$ cat src/rtl/keccak_absorb_pack.sv
// Byte-stream packer with Keccak multi-rate padding, emitting big-endian-ordered 64-bit rate words.
// Optional ABSORB_BYTE_CNT_EN adds o_msg_bytes, a saturating count of message bytes.
module keccak_absorb_pack #(
  parameter int unsigned BW_DATA    = 64,
  parameter int unsigned RATE_BYTES = 168,
  parameter logic [7:0]  DSEP       = 8'h1F
) (
  input  logic               i_clk,
  input  logic               i_rstn,
  input  logic [7:0]         i_byte,
  input  logic               i_byte_vld,
  input  logic               i_byte_last,
  input  logic               i_byte_nul,
  output logic               o_byte_rdy,
  output logic [BW_DATA-1:0] o_data,
  output logic               o_vld,
  input  logic               i_rdy,
  output logic               o_blk_last,
  output logic               o_msg_last
`ifdef ABSORB_BYTE_CNT_EN
  ,
  output logic [31:0]        o_msg_bytes
`endif
);

  localparam int unsigned NWORDS    = RATE_BYTES / 8;
  localparam logic [7:0]  LAST_WORD = 8'(NWORDS - 1);

  localparam logic [1:0] S_FILL = 2'd0;
  localparam logic [1:0] S_PAD  = 2'd1;
  localparam logic [1:0] S_DONE = 2'd2;

  logic [1:0]         state;
  logic               run;
  logic [2:0]         byte_idx;
  logic [7:0]         word_idx;
  logic [55:0]        asm_buf;
  logic               pad_first;
  logic [BW_DATA-1:0] data_r;
  logic               vld_r;
  logic               blk_r;
  logic               msg_r;

  logic               out_free;
  logic               byte_acc;
  logic               byte_store;
  logic               word_full;
  logic               pad_load;
  logic               word_end;
  logic [BW_DATA-1:0] pad_word;

  assign out_free   = !vld_r || i_rdy;
  // run keeps o_byte_rdy low during reset and the first cycle after it
  assign o_byte_rdy = run && (state == S_FILL) && ((byte_idx != 3'd7) || out_free);
  assign byte_acc   = i_byte_vld && o_byte_rdy;
  assign byte_store = byte_acc && !i_byte_nul;
  assign word_full  = byte_store && (byte_idx == 3'd7);
  assign pad_load   = (state == S_PAD) && out_free;
  assign word_end   = (word_idx == LAST_WORD);

  always_comb begin
    pad_word = '0;
    if (pad_first) begin
      for (int k = 0; k < 7; k++) begin
        if (3'(k) < byte_idx) pad_word[BW_DATA-1-8*k -: 8] = asm_buf[55-8*k -: 8];
      end
      for (int k = 0; k < 8; k++) begin
        if (3'(k) == byte_idx) pad_word[BW_DATA-1-8*k -: 8] = DSEP;
      end
    end
    if (word_end) pad_word[7:0] = pad_word[7:0] | 8'h80;
  end

  always_ff @(posedge i_clk or negedge i_rstn) begin
    if (!i_rstn) begin
      state     <= S_FILL;
      run       <= 1'b0;
      byte_idx  <= '0;
      word_idx  <= '0;
      asm_buf   <= '0;
      pad_first <= 1'b0;
    end else begin
      run <= 1'b1;
      for (int k = 0; k < 7; k++) begin
        if (byte_store && (byte_idx == 3'(k))) asm_buf[55-8*k -: 8] <= i_byte;
      end
      case (state)
        S_FILL: begin
          if (byte_store) begin
            byte_idx <= byte_idx + 3'd1;
            if (byte_idx == 3'd7) word_idx <= word_end ? 8'd0 : word_idx + 8'd1;
          end
          if (byte_acc && i_byte_last) begin
            state     <= S_PAD;
            pad_first <= 1'b1;
          end
        end
        S_PAD: begin
          if (out_free) begin
            pad_first <= 1'b0;
            if (word_end) state <= S_DONE;
            else          word_idx <= word_idx + 8'd1;
          end
        end
        S_DONE: begin
          if (vld_r && i_rdy) begin
            state    <= S_FILL;
            byte_idx <= '0;
            word_idx <= '0;
          end
        end
        default: state <= S_FILL;
      endcase
    end
  end

  always_ff @(posedge i_clk or negedge i_rstn) begin
    if (!i_rstn) begin
      data_r <= '0;
      vld_r  <= 1'b0;
      blk_r  <= 1'b0;
      msg_r  <= 1'b0;
    end else if (word_full) begin
      data_r <= {asm_buf, i_byte};
      vld_r  <= 1'b1;
      blk_r  <= word_end;
      msg_r  <= 1'b0;
    end else if (pad_load) begin
      data_r <= pad_word;
      vld_r  <= 1'b1;
      blk_r  <= word_end;
      msg_r  <= word_end;
    end else if (i_rdy) begin
      vld_r  <= 1'b0;
    end
  end

  assign o_data     = data_r;
  assign o_vld      = vld_r;
  assign o_blk_last = blk_r;
  assign o_msg_last = msg_r;

`ifdef ABSORB_BYTE_CNT_EN
  logic [31:0] byte_cnt;

  always_ff @(posedge i_clk or negedge i_rstn) begin
    if (!i_rstn) begin
      byte_cnt <= '0;
    end else if (vld_r && i_rdy && msg_r) begin
      byte_cnt <= '0;
    end else if (byte_store && (byte_cnt != 32'hFFFF_FFFF)) begin
      byte_cnt <= byte_cnt + 32'd1;
    end
  end

  assign o_msg_bytes = byte_cnt;
`endif

endmodule

$ cat config.mk
export PLATFORM = sky130hd
export DESIGN_NAME = keccak_absorb_pack
export DESIGN_NICKNAME = d
export VERILOG_FILES = /design/src/rtl/keccak_absorb_pack.sv
export SDC_FILE = /design/constraint.sdc
export NUM_CORES = 1
export LEC_CHECK = 0
export ABC_AREA = 1
export BUFFER_PORTS_ARGS = -buffer_cell sky130_fd_sc_hd__buf_2
export CORE_MARGIN = 1.5
export CORE_UTILIZATION = 62
export DETAILED_ROUTE_END_ITERATION = 16
export PLACE_DENSITY = 0.84
export SLEW_MARGIN = 0
export SYNTH_ARGS = -nofsm -noshare
export SYNTH_HDL_FRONTEND = slang
export SYNTH_SLANG_ARGS = --single-unit
$ cat constraint.sdc
create_clock -name i_clk -period 4.32 [get_ports i_clk]
set_input_delay 0.864 -clock i_clk [delete_from_list [all_inputs] [get_ports i_clk]]
set_output_delay 0.864 -clock i_clk [all_outputs]
set_load 0.03 [all_outputs]
==> results of run 1 <==
-- final timing paths --
path | from | to | slack (ns) | cells past startpoint
worst max-delay path | byte_idx[1] | o_data[33] | 1.23 | 10
worst min-delay path | o_data[23] | o_data[23] | 0.47 | 2
worst max register to register | byte_idx[1] | o_data[33] | 1.23 | 10
worst min register to register | o_data[23] | o_data[23] | 0.47 | 2
max in group asynchronous | i_rstn | o_msg_last | 2.97 | 2
min in group asynchronous | i_rstn | o_data[23] | 0.52 | 1
-- through the flow --
step                      hold slack (ns)  power [mW]  area [um2]    util
after floorplan                    0.4530       3.333        6651       -
after global placement             0.4600       3.778        7109  0.6856
after detailed placement           0.4605       3.835        7109  0.6856
after CTS                          0.4807       5.271        7681  0.7407
after global routing               0.4991       5.622        7681  0.7407
final                              0.4748       5.291        7681  0.7407
-- metal layers --
layer,global-route usage,vias to the layer above,routed length (um)
li1,-,2845,-
met1,0.4368,2852,7258
met2,0.4794,249,7717
met3,0.05897,47,1177
met4,0.1333,0,476
met5,0,-,0
-- synthesized netlist by cell type (all sizes together) --
| cell type | instances | area (um2) |
|---|---|---|
| a21oi | 7 | 35.03 |
| nand3 | 75 | 385.4 |
| o21ai | 74 | 370.4 |
| nor3 | 5 | 25.02 |
| inv | 74 | 277.8 |
| ha | 11 | 137.6 |
| o211ai | 6 | 45.04 |
| clkinv | 2 | 7.510 |
| nand4 | 4 | 31.28 |
| clkbuf | 5 | 18.77 |
| nor2 | 48 | 185.2 |
| xor2 | 1 | 8.760 |
| buf | 31 | 166.4 |
| nand2 | 357 | 1340 |
| dfrtp | 138 | 3453 |
| conb | 1 | 3.750 |
| o21bai | 19 | 142.6 |
| xnor2 | 2 | 17.52 |
-- worst min-delay path, stage by stage (launching register included) --
cell     delay (ns)
dfrtp_1        0.34
nand2_1        0.05
nand2_1        0.05
-- flip-flops by register name, indices dropped and copies added, names as in the netlist --
signal	count
asm_buf	56
run	1
o_data	64
o_msg_last	1
word_idx	8
o_vld	1
state	2
o_blk_last	1
pad_first	1
byte_idx	3
-- cell families after synthesis --
kind of cell | after synthesis | share of synthesized area
compound gates | 106 | 0.08916
xor+xnor | 3 | 0.003951
fa+ha+maj | 11 | 0.02069
buf+inv | 112 | 0.07073
flops | 138 | 0.5192
other cells | 1 | 0.0005638
simple gates | 489 | 0.2957
-- layout make-up --
cell class | count | area, um2 | share of cell area
Multi-Input combinational cell | 610 | 2744 | 0.3572
Inverter | 76 | 285.3 | 0.03714
Clock inverter | 13 | 130.1 | 0.01694
Sequential cell | 138 | 3453 | 0.4496
Clock buffer | 19 | 441.7 | 0.05750
Tap cell | 136 | 170.2 | 0.02215
Timing Repair Buffer | 87 | 456.7 | 0.05946
-- power breakdown --
part           internal, mW  switching (mW)
combinational         0.559            1.39
clock                 0.807           0.605
sequential             1.68           0.256
==> impl_metrics.py, run 1 <==
metrics = {
    "place": {
        "place_inst": 1047,
        "port_buffers": 81,
        "gp_congestion": 0.8687,
        "hpwl_um": 10140,
        "place_ws_ns": 1.169,
    },
    "layout": {
        "final_cell_mix": "nand2_1, dfrtp_1, buf_2, nand3_1, inv_1",
        "stdcell_count": 1079,
        "synthToLayoutAreaGrowth_pct": 15.48,
        "drive_gt1_frac": 0.1347,
        "final_common_cell": "nand2_1",
        "n_antenna_cell": 0,
        "nFillCells": 788,
        "nets": 955,
    },
    "timing": {
        "maxSlewViolCount": 0,
        "setup-tns-final_ns": 0,
        "finalHoldViolations": 0,
        "rsz0062_at_grt": "no",
        "fin_skew_ns": 0.007955,
        "period_minus_slack_ns": 3.092,
        "timing.final.crit_share": 0.7158,
        "fin_ws_ns": 1.228,
        "max_slew_margin": 0.2612,
        "setup_viol": 0,
        "max_freq_mhz": 323.4,
        "worst_pin_slew_ns": 1.106,
    },
    "route": {
        "vias": 5993,
        "routed_wl_um": 16630,
        "first_iter_violations": 510,
        "dr.pass1.iters": 7,
        "drt-wirelength-per-cell_um": 15.41,
        "drc": 0,
        "vias_per_cell": 5.554,
        "ant_nets": 0,
    },
    "floorplan": {
        "fp.dieArea_mm2": 0.01136,
        "die_h_um": 106.6,
        "die-width_um": 106.6,
        "ios": 82,
        "core_area_mm2": 0.01037,
        "rows": 37,
        "start_util": 0.6414,
    },
    "worst_setup_path": {
        "crit_family": "simple AND/OR/NAND/NOR gates",
        "path_cells": "ha_1 -> ha_1 -> nand3_1 -> nand4_2 -> buf_4 -> nor2_2 -> nor2_4 -> buf_4 -> nand2_1 -> nand2_1",
        "critPathArrivalTime_ns": 3.55,
        "crit_type": "reg -> reg",
        "worstSetupStartpointType": "flip-flop",
        "crit_path_top_delay_cell": "nor2_4",
        "crit_fanout": 35,
        "cp.required_ns": 4.78,
        "max_stage_delay_ns": 0.58,
        "end_kind": "flip-flop",
        "cp_num_buf_inv": 2,
    },
    "grt": {
        "antenna_found_initial": 0,
        "grt_usage": 0.3119,
        "overflow": 0,
        "grt_pass1_vias": 5632,
        "grt_pass1_wl_um": 27560,
        "grt_max_degree": 124,
    },
    "run": {
        "max_cap_violations": 0,
    },
    "worst_hold_path": {
        "min_path_type": "reg -> reg",
    },
    "clock_network": {
        "cts_tree": "built",
        "postCtsSetupBuffers": 0,
        "cts_resized": 0,
        "clk_path_buf_depth": 2,
        "cts.sinks": 138,
        "worstSkewPairLatency_ns": 0.53,
        "cts_buffers": 17,
        "clkSlewWorstSetupHoldPaths_ns": 0.06,
        "holdBufCountCts": 0,
        "clockRootBuffer": "clkbuf_8",
        "htreeDepth": 4,
    },
    "synthesis": {
        "synth_seq_cells": 138,
        "netlist_instances": 860,
        "yosys_warnings": 0,
        "synth_cell_types": 25,
        "syn-num-nets": 885,
        "synth_area_per_cell_um2": 7.734,
        "synth_area_mm2": 0.006651,
        "ys_seq_area_frac": 0.5192,
    },
    "power": {
        "power_density_mw_per_mm2": 688.8,
        "peakVddDrop_mv": 0.3903,
        "leakagePower_nw": 4.236,
    },
    "status": {
        "status": "finished clean",
    },
}
No activity file was read; power rests on OpenSTA's default activity.
==> run 2, diff against run 1 <==
--- a/config.mk
+++ b/config.mk
@@ -5,12 +5,12 @@
 export SDC_FILE = /design/constraint.sdc
 export NUM_CORES = 1
 export LEC_CHECK = 0
-export ABC_AREA = 1
+export ABC_AREA = 0
 export BUFFER_PORTS_ARGS = -buffer_cell sky130_fd_sc_hd__buf_2
 export CORE_MARGIN = 1.5
-export CORE_UTILIZATION = 62
+export CORE_UTILIZATION = 52
 export DETAILED_ROUTE_END_ITERATION = 16
-export PLACE_DENSITY = 0.84
+export PLACE_DENSITY = 0.76
 export SLEW_MARGIN = 0
 export SYNTH_ARGS = -nofsm -noshare
 export SYNTH_HDL_FRONTEND = slang
==> constraint.sdc (replaced) <==
create_clock -name i_clk -period 2.8 [get_ports i_clk]
set_input_delay 0.56 -clock i_clk [delete_from_list [all_inputs] [get_ports i_clk]]
set_output_delay 0.56 -clock i_clk [all_outputs]
set_load 0.03 [all_outputs]
==> impl_metrics.py, run 2 <==
metrics = {
    "synthesis": {
        "ys_seq_area_frac": 0.5559,
        "synth_edf_count": 0,
        "synth_area_mm2": 0.006212,
        "synthArstFlopShare": 1.000,
        "synth_cell_types": 61,
        "synth_most_common_cell": "dfrtp_1",
        "synth_area_per_cell_um2": 12.13,
        "synth.largest_area_cell": "dfrtp_1",
        "yosys_warnings": 0,
        "netlist_instances": 512,
        "synth_flop_cell": "dfrtp_1",
        "synth_seq_cells": 138,
        "yosysTopAreaCellShare": 0.5559,
        "synth_area_leaders": "dfrtp_1, mux2_2, a22o_1",
        "synth_common_cells": "dfrtp_1, mux2_2, o21ai_0, nand3_1, a22o_1",
        "syn-num-nets": 537,
    },
    "grt": {
        "grt_pass1_vias": 4537,
        "overflow": 0,
        "grt_max_degree": 84,
        "grt_usage": 0.2489,
        "antenna_found_initial": 0,
        "grt_pass1_wl_um": 24100,
    },
    "place": {
        "gp_congestion": 0.8685,
        "port_buffers": 81,
        "hpwl_um": 10400,
    },
    "worst_setup_path": {
        "crit_type": "reg -> out",
        "cp.required_ns": 2.24,
        "end_kind": "output port",
        "crit_fanout": 9,
        "critPathArrivalTime_ns": 2.08,
        "worstSetupStartpointType": "flip-flop",
    },
    "floorplan": {
        "die_h_um": 112.3,
        "core_area_mm2": 0.01152,
        "fp.dieArea_mm2": 0.01261,
        "rows": 39,
        "start_util": 0.5394,
        "die-width_um": 112.3,
        "ios": 82,
    },
    "route": {
        "routed_wl_um": 15140,
        "vias": 4612,
        "ant_nets": 0,
        "first_iter_violations": 384,
        "dr.pass1.iters": 12,
        "vias_per_cell": 6.109,
        "drt-wirelength-per-cell_um": 20.06,
        "drc": 0,
    },
    "layout": {
        "multiInputGateArea_mm2": 0.002545,
        "final_cell_mix": "dfrtp_1, buf_2, mux2_2, o21ai_0, nand3_1",
        "n_antenna_cell": 0,
        "nets": 624,
        "fin_util": 0.6420,
        "regArea_mm2": 0.003453,
        "nFillCells": 854,
        "synthToLayoutAreaGrowth_pct": 19.01,
        "drive_gt1_frac": 0.3284,
        "largest_register_ffs": 64,
        "final_common_cell": "dfrtp_1",
    },
    "clock_network": {
        "holdBufCountCts": 0,
        "clk_path_buf_depth": 2,
        "worstSkewPairLatency_ns": 0.42,
        "cts_buffers": 17,
        "cts.sinks": 138,
        "htreeDepth": 4,
        "clkSlewWorstSetupHoldPaths_ns": 0.06,
        "cts_tree": "built",
        "clockRootBuffer": "clkbuf_16",
        "cts_resized": 0,
        "postCtsSetupBuffers": 0,
    },
    "power": {
        "p_comb_frac": 0.308,
        "switching_share": 0.3603,
        "pwr-share-seq": 0.382,
        "p_sw_mw": 2.698,
        "finalPower_mw": 7.487,
        "peakVddDrop_mv": 0.4234,
        "power_density_mw_per_mm2": 1013,
        "pwr-share-clk": 0.310,
        "leakagePower_nw": 3.642,
        "p_int_mw": 4.789,
    },
    "timing": {
        "worst_pin_slew_ns": 0.7658,
        "rsz0062_at_grt": "no",
        "setup-tns-final_ns": 0,
        "setup_viol": 0,
        "max_slew_margin": 0.4828,
        "fin_skew_ns": 0.01132,
        "maxSlewViolCount": 0,
        "period_minus_slack_ns": 2.639,
        "max_freq_mhz": 379.0,
        "finalHoldViolations": 0,
        "timing.final.crit_share": 0.9423,
    },
    "status": {
        "status": "finished clean",
    },
    "worst_hold_path": {
        "min_path_type": "in -> async",
    },
    "run": {
        "max_cap_violations": 0,
    },
}
==> run 2: logic make-up (layout without fill, tap and decap cells) <==
logic type	count (synthesis)	count (layout)	share of synthesized area
and+or+nand+nor	100	100	0.09326
muxes	59	59	0.1114
DFF	138	138	0.5559
buffers and inverters	43	143	0.03565
other	1	1	0.0006037
adders and majority gates	11	11	0.02215
AOI/OAI and AO/OA	160	160	0.1811
==> run 2: final cells by class <==
class                      instances  area share
sequential                       138      0.4671
clock inverter                    14     0.02471
timing repair buffer              99     0.07565
inverter                          12    0.006092
tap                              143     0.02420
clock buffer                      18     0.05805
multi-input combinational        331      0.3442
==> run 2: worst paths after layout <==
path	startpoint	slack (ns)	cells after the start	endpoint
min in group i_clk	i_byte_last	0.45	3	pad_first
hold reg to reg	o_data[50]	0.49	1	o_data[50]
max in group asynchronous	i_rstn	1.90	2	o_data[43]
setup reg to reg	byte_idx[0]	0.23	6	asm_buf[9]
hold / removal	i_rstn	0.17	1	o_data[56]
setup / recovery	byte_idx[0]	0.16	5	o_byte_rdy
==> run 2: per-stage QoR <==
step                setup WS, ns  cell area (um2)  hold slack (ns)  instances
floorplan                 0.6694             6212           0.2644        512
global placement          0.4029             6782           0.4599        723
detailed placement        0.2883             6782           0.4682        723
CTS                       0.1875             7393           0.2016        755
global route             0.07775             7393           0.2151        755
finish                    0.1615             7393           0.1670        755
==> run 2: power by group through the flow <==
stage	registers (mW)	logic, mW	clock network, mW
6_report	2.86	2.30	2.32
2_1_floorplan	3.01	1.48	0
5_1_grt	2.92	2.48	2.44
4_1_cts	2.86	2.29	2.35
3_5_place_dp	2.88	2.28	0
3_3_place_gp	2.85	2.19	0
==> run 2: critical path, cell delays in order, from the launching register on <==
cell and delay (ns):
dfrtp_1 0.49, ha_1 0.20, ha_1 0.33, nand3b_1 0.20, and3_1 0.26, buf_2 0.18
==> run 2: per-layer routing <==
layer  GRT usage  up-vias  wire, um
met5           0        -         0
met4     0.08186        0       291
met3     0.06371       23       897
met2      0.3791      180      7183
met1      0.3527     2314      6770
li1            -     2095         -
